<file path="src/rtl/main_fsm.sv">
`default_nettype none
// ============================================================================
//  Module      : main_fsm
//  Description : Multicycle control sequencer for the RV32I core. Steps the
//                shared datapath through fetch/decode/execute/memory/
//                writeback and stalls on a memory ready handshake.
//  Revision    : 1.0  initial release
// ============================================================================
module main_fsm #(
    parameter int MEM_WAIT_EN = 1
) (
    input  logic       clk,
    input  logic       reset,
    input  logic [6:0] op,
    input  logic       branch_taken,
    input  logic       mem_ready,
    output logic [1:0] ALUOp,
    output logic [1:0] ALUSrcA,
    output logic [1:0] ALUSrcB,
    output logic [1:0] ResultSrc,
    output logic       AdrSrc,
    output logic       IRWrite,
    output logic       PCWrite,
    output logic       RegWrite,
    output logic       MemWrite,
    output logic       instr_retired,
    output logic       trap,
    output logic [3:0] state
);

    typedef enum logic [3:0] {
        S_FETCH    = 4'd0,
        S_DECODE   = 4'd1,
        S_MEMADR   = 4'd2,
        S_MEMREAD  = 4'd3,
        S_MEMWB    = 4'd4,
        S_MEMWRITE = 4'd5,
        S_EXECR    = 4'd6,
        S_EXECI    = 4'd7,
        S_ALUWB    = 4'd8,
        S_BRANCH   = 4'd9,
        S_JAL      = 4'd10,
        S_JALR     = 4'd11,
        S_LUI      = 4'd12,
        S_ILLEGAL  = 4'd15
    } state_t;

    localparam logic [6:0] c_OP_LOAD   = 7'b0000011;
    localparam logic [6:0] c_OP_STORE  = 7'b0100011;
    localparam logic [6:0] c_OP_RTYPE  = 7'b0110011;
    localparam logic [6:0] c_OP_ITYPE  = 7'b0010011;
    localparam logic [6:0] c_OP_BRANCH = 7'b1100011;
    localparam logic [6:0] c_OP_JAL    = 7'b1101111;
    localparam logic [6:0] c_OP_JALR   = 7'b1100111;
    localparam logic [6:0] c_OP_LUI    = 7'b0110111;
    localparam logic [6:0] c_OP_AUIPC  = 7'b0010111;

    state_t r_state;
    state_t w_next;

    logic w_ready_eff;
    logic w_ir_write;
    logic w_pc_update;
    logic w_branch;
    logic w_reg_write;
    logic w_mem_write;

    // With wait states disabled the memory is treated as always ready
    assign w_ready_eff = mem_ready | (MEM_WAIT_EN == 0);

    // State register: reset returns to FETCH from anywhere, including ILLEGAL
    always_ff @(posedge clk) begin
        if (reset) begin
            r_state <= S_FETCH;
        end else begin
            r_state <= w_next;
        end
    end

    // Next-state and Moore-decoded datapath controls
    always_comb begin
        w_next        = r_state;
        ALUOp         = 2'b00;
        ALUSrcA       = 2'b00;
        ALUSrcB       = 2'b00;
        ResultSrc     = 2'b00;
        AdrSrc        = 1'b0;
        w_ir_write    = 1'b0;
        w_pc_update   = 1'b0;
        w_branch      = 1'b0;
        w_reg_write   = 1'b0;
        w_mem_write   = 1'b0;
        instr_retired = 1'b0;

        case (r_state)
            S_FETCH: begin
                ALUSrcB   = 2'b10;
                ResultSrc = 2'b10;
                if (w_ready_eff) begin
                    w_ir_write  = 1'b1;
                    w_pc_update = 1'b1;
                    w_next      = S_DECODE;
                end
            end
            S_DECODE: begin
                // Precompute OldPC+imm as a branch/jump target
                ALUSrcA = 2'b01;
                ALUSrcB = 2'b01;
                case (op)
                    c_OP_LOAD,
                    c_OP_STORE:  w_next = S_MEMADR;
                    c_OP_RTYPE:  w_next = S_EXECR;
                    c_OP_ITYPE:  w_next = S_EXECI;
                    c_OP_BRANCH: w_next = S_BRANCH;
                    c_OP_JAL:    w_next = S_JAL;
                    c_OP_JALR:   w_next = S_JALR;
                    c_OP_LUI:    w_next = S_LUI;
                    c_OP_AUIPC:  w_next = S_ALUWB;
                    default:     w_next = S_ILLEGAL;
                endcase
            end
            S_MEMADR: begin
                ALUSrcA = 2'b10;
                ALUSrcB = 2'b01;
                w_next  = op[5] ? S_MEMWRITE : S_MEMREAD;
            end
            S_MEMREAD: begin
                AdrSrc = 1'b1;
                if (w_ready_eff) begin
                    w_next = S_MEMWB;
                end
            end
            S_MEMWB: begin
                ResultSrc     = 2'b01;
                w_reg_write   = 1'b1;
                instr_retired = 1'b1;
                w_next        = S_FETCH;
            end
            S_MEMWRITE: begin
                // The write strobe is held for every wait cycle of the access
                AdrSrc      = 1'b1;
                w_mem_write = 1'b1;
                if (w_ready_eff) begin
                    instr_retired = 1'b1;
                    w_next        = S_FETCH;
                end
            end
            S_EXECR: begin
                ALUSrcA = 2'b10;
                ALUOp   = 2'b10;
                w_next  = S_ALUWB;
            end
            S_EXECI: begin
                ALUSrcA = 2'b10;
                ALUSrcB = 2'b01;
                ALUOp   = 2'b10;
                w_next  = S_ALUWB;
            end
            S_LUI: begin
                ALUSrcB = 2'b01;
                ALUOp   = 2'b11;
                w_next  = S_ALUWB;
            end
            S_ALUWB: begin
                w_reg_write   = 1'b1;
                instr_retired = 1'b1;
                w_next        = S_FETCH;
            end
            S_BRANCH: begin
                ALUSrcA       = 2'b10;
                ALUOp         = 2'b01;
                w_branch      = 1'b1;
                instr_retired = 1'b1;
                w_next        = S_FETCH;
            end
            S_JALR: begin
                // ALUOut = rs1+imm becomes the jump target loaded in JAL
                ALUSrcA = 2'b10;
                ALUSrcB = 2'b01;
                w_next  = S_JAL;
            end
            S_JAL: begin
                // PC takes the held target while the ALU forms OldPC+4 for rd
                ALUSrcA     = 2'b01;
                ALUSrcB     = 2'b10;
                w_pc_update = 1'b1;
                w_next      = S_ALUWB;
            end
            S_ILLEGAL: begin
                w_next = S_ILLEGAL;
            end
            default: begin
                w_next = S_ILLEGAL;
            end
        endcase
    end

    // Write strobes are suppressed combinationally while reset is held
    assign IRWrite  = w_ir_write & ~reset;
    assign PCWrite  = (w_pc_update | (w_branch & branch_taken)) & ~reset;
    assign RegWrite = w_reg_write & ~reset;
    assign MemWrite = w_mem_write & ~reset;

    // ILLEGAL is only left through reset, so the state itself holds the trap
    assign trap  = (r_state == S_ILLEGAL);
    assign state = r_state;

endmodule
`default_nettype wire

</file>
<file path="config.mk">
export PLATFORM = sky130hd
export DESIGN_NAME = main_fsm
export DESIGN_NICKNAME = d
export VERILOG_FILES = /design/src/rtl/main_fsm.sv
export SDC_FILE = /design/constraint.sdc
export NUM_CORES = 1
export LEC_CHECK = 0
export ABC_CLOCK_PERIOD_IN_PS = 1900
export CAP_MARGIN = 20
export CORE_UTILIZATION = 45
export CTS_CLUSTER_DIAMETER = 200
export DETAILED_ROUTE_END_ITERATION = 8
export PLACE_DENSITY = 0.83
export REMOVE_ABC_BUFFERS = 1
export SYNTH_ARGS = -nofsm -noshare
export SYNTH_HDL_FRONTEND = slang
export SYNTH_SLANG_ARGS = --single-unit
</file>
<file path="constraint.sdc">
create_clock -name clk -period 1.9 [get_ports clk]
set_input_delay 0.38 -clock clk [delete_from_list [all_inputs] [get_ports clk]]
set_output_delay 0.38 -clock clk [all_outputs]
set_load 0.01 [all_outputs]
</file>
-- Word-level counts from Yosys, hierarchy flattened
Cells that the tools add are included.
- bits in read-only memories: 0
- memories kept: 0
- flip-flop bits (word level): 4
- RAM bits: 0
- bits of input ports: 11
- latch bits: 0
- eq/ne operators: 25
- muxes and demuxes: 18
- reduce and logical (&&, ||, !) cells: 12
- bitwise operators: 7
- divide/modulo/power cells: 0
- multipliers: 0
- add/subtract/negate cells: 0
- shifts and indexed selects: 0
- $lt $le $gt $ge: 0
- operators with widths (operator ; number):
    4-bit one-hot mux with 8 select lines ; 2
    4-bit == test (second input constant) ; 6
    7-bit by 6-bit == test with 1-bit output (second input constant) ; 3
    7-bit == test (second input constant) ; 3
    4-bit by 3-bit == test with 1-bit output (second input constant) ; 4
    7-bit by 5-bit == test with 1-bit output (second input constant) ; 2
    4-bit 2-to-1 mux ; 3
    2-bit one-hot mux with 2 select lines ; 3
    2-bit OR reduction ; 6
    5-bit OR reduction ; 2
    4-bit by 2-bit == test with 1-bit output (second input constant) ; 2
    7-bit by 2-bit == test with 1-bit output (second input constant) ; 1
    1-bit 2-to-1 mux ; 6
    2-bit inequality test (second input constant) ; 3
    2-bit one-hot mux with 3 select lines ; 1
    1-bit AND ; 5
    4-bit by 1-bit == test with 1-bit output (second input constant) ; 1
    4-bit logical NOT ; 1
    1-bit one-hot mux with 2 select lines ; 2
    4-bit OR reduction ; 1
    3-bit 2-to-1 mux ; 1
    3-bit AND reduction ; 1
    3-bit OR reduction ; 1
    1-bit NOT ; 1
    1-bit bitwise OR ; 1

-- Longest topological paths before layout
Gate-level depths: netlist of the first run.
- depth in word-level cells: 5
- mapped depth: 6

-- Worst setup path before layout of the first run
No wires, ideal clock.
- kind: reg2out
- from: register r_state[0], in the netlist state[0]
- to: output port IRWrite
- cell stages (with the launch flop): 4
- slack: 17 ps
- required time: 1520 ps
- path buffers: 1
- arrival: 1503 ps
- cells stage by stage: dfxtp_1 buf_4 nor4_1 nor3b_1
- word-level cells in the longest chain between the ends: 3
- RTL lines (element ; line ; source):
    from (decl) ; 58 ; state_t r_state;
    from (signal assigned) ; 76 ; r_state <= w_next;
    4-bit logical NOT ; 95 ; case (r_state)
    1-bit 2-to-1 mux ; 95 ;
    1-bit AND ; 199 ; assign IRWrite = w_ir_write & ~reset;
    to (decl) ; 22 ; output logic IRWrite,
Every way passes these cells.

-- Worst setup path in the final report of the first run
- from: register r_state[1], in the netlist state[1]
- to: output port IRWrite
The elaborated chain is that of the path after synthesis.

==> impl_metrics.env, run 1 <==
export IMPL_status="complete, but fails checks"
export IMPL_violations="negative setup slack"
export IMPL_core_area_um2=1510
export IMPL_grt_overflow_total=0
export IMPL_placed_area_um2=1190
export IMPL_worstSetupStartpointType="flip-flop"
export IMPL_drt_pre_antenna_iters=4
export IMPL_power_switching_w=0.000989
export IMPL_grtUsageMet3_pct=6.03
export IMPL_min_to="state[3]$_SDFFE_PP0P_"
export IMPL_setup_slack_ns=-0.00534
export IMPL_flow_area_growth_from_synthesis_pct=75.0
export IMPL_maxSlewHeadroom_pct=76.3
export IMPL_drive_gt1_share_pct=38.8
export IMPL_stdcell_count=168
export IMPL_postRouteAntennaNets=0
export IMPL_crit_path_max_incr_delay_ns=0.37
export IMPL_intPower_w=0.00117
export IMPL_fin_area_um2=1270
export IMPL_wirelength_um=2800
export IMPL_grt_pass1_vias=980
export IMPL_end_kind="output pin"
export IMPL_seqPwrFrac_pct=11.0
export IMPL_critPathKind="reg2out"
export IMPL_cp_required_ns=1.52
export IMPL_track_usage_pct=30.6
export IMPL_io_pins=30
export IMPL_wire_per_inst_um=16.7
export IMPL_fin_crit_ns=1.91
export IMPL_irDropWorstVdd_v=0.00114
export IMPL_syn_inst=101
export IMPL_clockBufferDepth=2
export IMPL_synth_largest_area_cell="dfxtp_1"
export IMPL_antenna_cells=0
export IMPL_place_inst=165
export IMPL_drtIter0Drc=32
export IMPL_yosys_top_cells_area="dfxtp_1 (11%), a21oi_1 (8.3%), nand2b_1 (6.0%)"
export IMPL_portBuffers=29
export IMPL_hold_path_depth=3
export IMPL_vias=1023
export IMPL_cts_root_buf="clkbuf_4"
export IMPL_power_density_nw_per_um2=1700
export IMPL_met1_usage_pct=33.9
export IMPL_finish_net_count=165
export IMPL_worstHoldStart="state[2]$_SDFFE_PP0P_"
export IMPL_place_congestion=0.887
export IMPL_numCtsBuffers=3
export IMPL_rr_worst_depth=6
export IMPL_clkTransAtPathRegs_ns=0.04
export IMPL_finalCritPeriodShare_pct=100
export IMPL_hpwl_um=1790
export IMPL_max_cap_violations=0
export IMPL_post_cts_resize_count=33
export IMPL_synth_seq_cells=4
export IMPL_worst_path_max_fanout=7
export IMPL_pwr_share_clk_pct=5.4
export IMPL_vias_per_cell=6.09
export IMPL_grt_pass1_wl_um=4290
export IMPL_clkLatencyLatePin_ns=0.25
export IMPL_r2r_setup_slack_ns=0.23
export IMPL_use_met2_pct=56.0
export IMPL_cp_arrival_ns=1.53
export IMPL_grt_max_degree=9
export IMPL_num_rows=14
export IMPL_comb_power_share_pct=83.6
export IMPL_holdWs_ns=0.741
export IMPL_largest_register_ffs=4
export IMPL_die_y_um=42.2
export IMPL_r2r_start="state[1]$_SDFFE_PP0P_"
export IMPL_setup_viol_count_final=1
export IMPL_worstMarginPinSlew_ns=0.355
export IMPL_swShare_pct=45.8
export IMPL_path_cells="buf_4 > nor4_4 > nor3b_2 > clkdlybuf4s15_1"
export IMPL_grt_busiest_layer="met2"
export IMPL_synth_warnings=0
export IMPL_syn_avg_cell_area_um2=7.20
export IMPL_cts_hold_buffers=0
export IMPL_power_leakage_nw=0.575
export IMPL_start_util_pct=48.3
export IMPL_die_w_um=42.2
export IMPL_yosys_area_top_type_share_pct=11.0
export IMPL_hold_class="reg2reg"
export IMPL_syn_cell_area_um2=727
export IMPL_antenna_found_initial=0
export IMPL_hold_viol=0
export IMPL_max_freq_mhz=525
export IMPL_fin_skew_ns=0.00396
export IMPL_cp_startpoint="state[1]$_SDFFE_PP0P_"
export IMPL_cts_tree="built"
export IMPL_drcViolationCount=0
export IMPL_ys_types=39
export IMPL_cts_sinks=4
export IMPL_ys_seq_area_share_pct=11.0
export IMPL_slowest_stage="dfxtp_4"
export IMPL_die_area_um2=1780
export IMPL_reg2reg_to="state[1]$_SDFFE_PP0P_"
export IMPL_cts_htree_levels=1
export IMPL_drv_slew=0
export IMPL_post_cts_buffers=0
-- cell usage after synthesis --
cell,n
a21o_1,4
nand3_1,2
o31a_1,2
buf_2,5
nor2_1,9
a2bb2oi_1,1
dfxtp_1,4
a21bo_2,1
o31ai_2,1
buf_4,1
nor2b_1,4
xnor2_1,3
a21oi_1,12
nor4b_4,1
nand2_1,3
maj3_1,1
o221a_2,1
a211oi_1,1
mux2i_1,3
o21a_1,2
nor3b_1,1
o31ai_1,1
nor3_1,8
and2_1,1
clkbuf_4,1
mux2_2,1
a221oi_2,1
nand3b_1,2
buf_6,2
nand2b_1,7
and4_1,1
o21ai_0,3
clkbuf_1,1
o41ai_1,1
nor4_1,4
or3b_4,1
o211a_1,1
inv_1,2
o21ai_1,1
-- critical path, delay by kind of cell, from the launching register on --
| kind | cells | cell delay [ns] |
|---|---|---|
| and+or+nand+nor | 2 | 0.48 |
| DFF | 1 | 0.37 |
| buffers and inverters | 2 | 0.42 |
-- cells by family after synthesis --
family	count (synthesis)	synth area share (%)
flip-flops	4	11.0
multiplexers	4	5.68
AND/OR/NAND/NOR	44	36.0
AO/OA/AOI/OAI	33	32.2
adder cells (fa/ha/maj)	1	1.38
XOR/XNOR	3	3.62
buffers and inverters	12	10.2
-- worst max path at each step --
stage | end | cells past startpoint
after global routing | ALUSrcA[0] | 6
final | IRWrite | 4
after global placement | PCWrite | 5
after floorplan | IRWrite | 2
after CTS | ALUSrcA[1] | 4
after detailed placement | instr_retired | 6
-- power groups by stage --
stage	Combinational, W	Sequential [W]	Clock (W)
3_3_place_gp	0.00164	0.000187	0
6_report	0.00180	0.000237	0.000117
5_1_grt	0.00190	0.000246	0.000125
2_1_floorplan	0.000647	0.000334	0
3_5_place_dp	0.00169	0.000185	0
4_1_cts	0.00167	0.000217	0.000112
-- cells in the final DEF (no fill, tap or decap), types with 3 or more instances in the layout --
cell             synthesis  final
a21o_1                   4      4
a21oi_1                 12     12
buf_4                    1     27
clkbuf_4                 1      3
clkdlybuf4s50_1          0     13
dfxtp_4                  0      3
dlygate4sd2_1            0     11
mux2i_1                  3      3
nand2_1                  3      3
nand2b_1                 7      4
nand2b_4                 0      3
nor2_1                   9      8
nor3_1                   8      7
o21ai_0                  3      3
-- through the flow --
stage	setup WS (ns)	total power, W	utilization (%)	setup TNS, ns
after global routing	-0.0422	0.00228	84.5	-0.107
final	-0.00534	0.00216	84.5	-0.00534
after floorplan	-0.0486	0.000981	-	-0.0486
after global placement	-0.285	0.00183	78.9	-1.13
after detailed placement	-0.321	0.00187	78.9	-1.30
after CTS	-0.00162	0.00200	82.1	-0.00162
-- layout make-up --
| cell class | instances | area [um2] |
|---|---|---|
| Multi-Input combinational cell | 85 | 648 |
| Timing Repair Buffer | 58 | 482 |
| Fill cell | 81 | 234 |
| Sequential cell | 4 | 92.6 |
| Clock buffer | 3 | 22.5 |
| Tap cell | 16 | 20.0 |
| Inverter | 2 | 7.51 |
-- metal layers --
metal / routed length, um / share of wire, % / up-vias
met5: 0 / 0 / -
met4: 138 / 4.9 / 0
met3: 154 / 5.5 / 18
met2: 1390 / 50 / 57
met1: 1120 / 40 / 471
li1: - / - / 477
Power figures use the tool's default switching activity.
==> run 2: changes to the inputs <==
- REMOVE_ABC_BUFFERS: 1 -> not set
==> run 2 against run 1 <==
The flow now finishes without violations. Sequential share of layout area shrank 0.26 points. Combinational power fell by 6%. Non-clock buffer count up 2. Total power shrank 4.6%. Final cell count up 1.2%. Clock power shrank 5%. Hold slack worse by 0.10 ns. Fmax grew 3.9%. Critical path depth is the same. Die area stayed put. Critical endpoint is now ALUSrcA[1].
==> impl_metrics.env, run 2 (synthesis results as in run 1) <==
export IMPL_place_inst=165
export IMPL_fin_crit_ns=1.83
export IMPL_portBuffers=29
export IMPL_r2r_setup_slack_ns=0.36
export IMPL_maxSlewHeadroom_pct=77.8
export IMPL_largest_register_ffs=4
export IMPL_fin_skew_ns=0.00312
export IMPL_crit_path_max_incr_delay_ns=0.35
export IMPL_worstMarginPinSlew_ns=0.328
export IMPL_slowest_stage="dfxtp_2"
export IMPL_power_leakage_nw=0.600
export IMPL_wirelength_um=2330
export IMPL_flow_area_growth_from_synthesis_pct=76.6
export IMPL_antenna_cells=0
export IMPL_cts_root_buf="clkbuf_4"
export IMPL_cts_sinks=4
export IMPL_vias=986
export IMPL_max_cap_violations=0
export IMPL_grt_overflow_total=0
export IMPL_final_common_cell="buf_4"
export IMPL_clockBufferDepth=2
export IMPL_end_kind="output pin"
export IMPL_hpwl_um=1690
export IMPL_setup_slack_ns=0.0654
export IMPL_grt_setup_unrepaired="no"
export IMPL_grt_pass1_wl_um=3900
export IMPL_drcViolationCount=0
export IMPL_clkLatencyLatePin_ns=0.24
export IMPL_irDropWorstVdd_v=0.000918
export IMPL_met1_usage_pct=34.5
export IMPL_grtUsageMet3_pct=6.03
export IMPL_vias_per_cell=5.80
export IMPL_holdWs_ns=0.637
export IMPL_cp_arrival_ns=1.45
export IMPL_cts_htree_levels=1
export IMPL_max_freq_mhz=545
export IMPL_finish_net_count=167
export IMPL_cp_startpoint="state[2]$_SDFFE_PP0P_"
export IMPL_seq_area_um2=90.1
export IMPL_drive_gt1_share_pct=35.1
export IMPL_multi_input_area_um2=616
export IMPL_core_area_um2=1510
export IMPL_drt_pre_antenna_iters=4
export IMPL_status="complete, no violations"
export IMPL_stdcell_count=170
export IMPL_io_pins=30
export IMPL_worst_path_max_fanout=11
export IMPL_clkTransAtPathRegs_ns=0.04
export IMPL_use_met2_pct=48.0
export IMPL_hold_class="in2reg"
export IMPL_track_usage_pct=27.2
export IMPL_r2r_start="state[0]$_SDFFE_PP0P_"
export IMPL_drtIter0Drc=13
export IMPL_finalCritPeriodShare_pct=96.6
export IMPL_worstHoldStart="reset"
export IMPL_cp_required_ns=1.52
export IMPL_grt_max_degree=15
export IMPL_path_cells="buf_12 > nand2b_4 > mux2_2 > dlygate4sd2_1"
export IMPL_power_density_nw_per_um2=1610
export IMPL_place_congestion=0.914
export IMPL_start_util_pct=48.3
export IMPL_numCtsBuffers=3
export IMPL_grt_pass1_vias=922
export IMPL_rr_worst_depth=5
export IMPL_critPathKind="reg2out"
export IMPL_drv_slew=0
export IMPL_dp_slack_ns=-0.301
export IMPL_wire_per_inst_um=13.7
export IMPL_die_w_um=42.2
export IMPL_cts_tree="built"
export IMPL_hold_viol=0
export IMPL_postRouteAntennaNets=0
export IMPL_setup_viol_count_final=0
export IMPL_mostFrequentLayoutCells="buf_4 (29), dlygate4sd2_1 (13), clkdlybuf4s50_1 (12)"
export IMPL_die_area_um2=1780
export IMPL_die_y_um=42.2
export IMPL_fill_cells=92
export IMPL_crit_end="ALUSrcA[1]"
export IMPL_worstSetupStartpointType="flip-flop"
export IMPL_reg2reg_to="state[1]$_SDFFE_PP0P_"
export IMPL_antenna_found_initial=0
export IMPL_num_rows=14
export IMPL_grt_busiest_layer="met2"
export IMPL_syn_nets=112
## run 2: routing by layer
metal / part of all wire, % / vias to the layer above
li1: - / 480
met1: 45 / 477
met2: 51 / 27
met3: 3.0 / 2
met4: 0.64 / 0
met5: 0 / -
## run 2: stage by stage
stage          total power [W]  setup TNS [ns]  area [um2]  utilization, %
3_5_place_dp           0.00186           -1.55        1200            79.7
5_1_grt                0.00221               0        1280            85.2
3_3_place_gp           0.00183           -1.43        1200            79.7
6_report               0.00206               0        1280            85.2
4_1_cts                0.00194               0        1240            82.1
2_1_floorplan          0.00108               0         727               -
## run 2: area by class of cell
cell class	count	share of cell area (%)
Multi-Input combinational cell	85	48.0
Sequential cell	4	7.02
Timing Repair Buffer	60	41.1
Tap cell	16	1.56
Inverter	2	0.585
Clock buffer	3	1.75
## run 2: worst min-delay path by stage
stage	slack (ns)	depth (start not counted)	to
detailed placement	0.74	3	state[3]$_SDFFE_PP0P_
floorplan	0.56	2	state[3]$_SDFFE_PP0P_
finish	0.64	3	state[3]$_SDFFE_PP0P_
global route	0.66	3	state[1]$_SDFFE_PP0P_
global placement	0.74	3	state[3]$_SDFFE_PP0P_
CTS	0.72	3	state[3]$_SDFFE_PP0P_
## run 2: worst max-delay path, delay by kind of cell (launching register included)
kind	cells	cell delay, ns
muxes	1	0.32
and+or+nand+nor	1	0.13
buffers and inverters	2	0.42
DFF	1	0.35
## run 2: report_power, final
group / switching [W] / internal, W
sequential: 0.000113 / 0.000141
combinational: 0.000744 / 0.000952
clock: 0.0000398 / 0.0000710
## run 2: timing repair
item / in CTS / in global routing
buffers inserted: 0 / 2
hold endpoints to repair: 0 / 0
gates resized for setup: 26 / 11
setup endpoints to repair: 16 / 5
hold buffers: 0 / 0
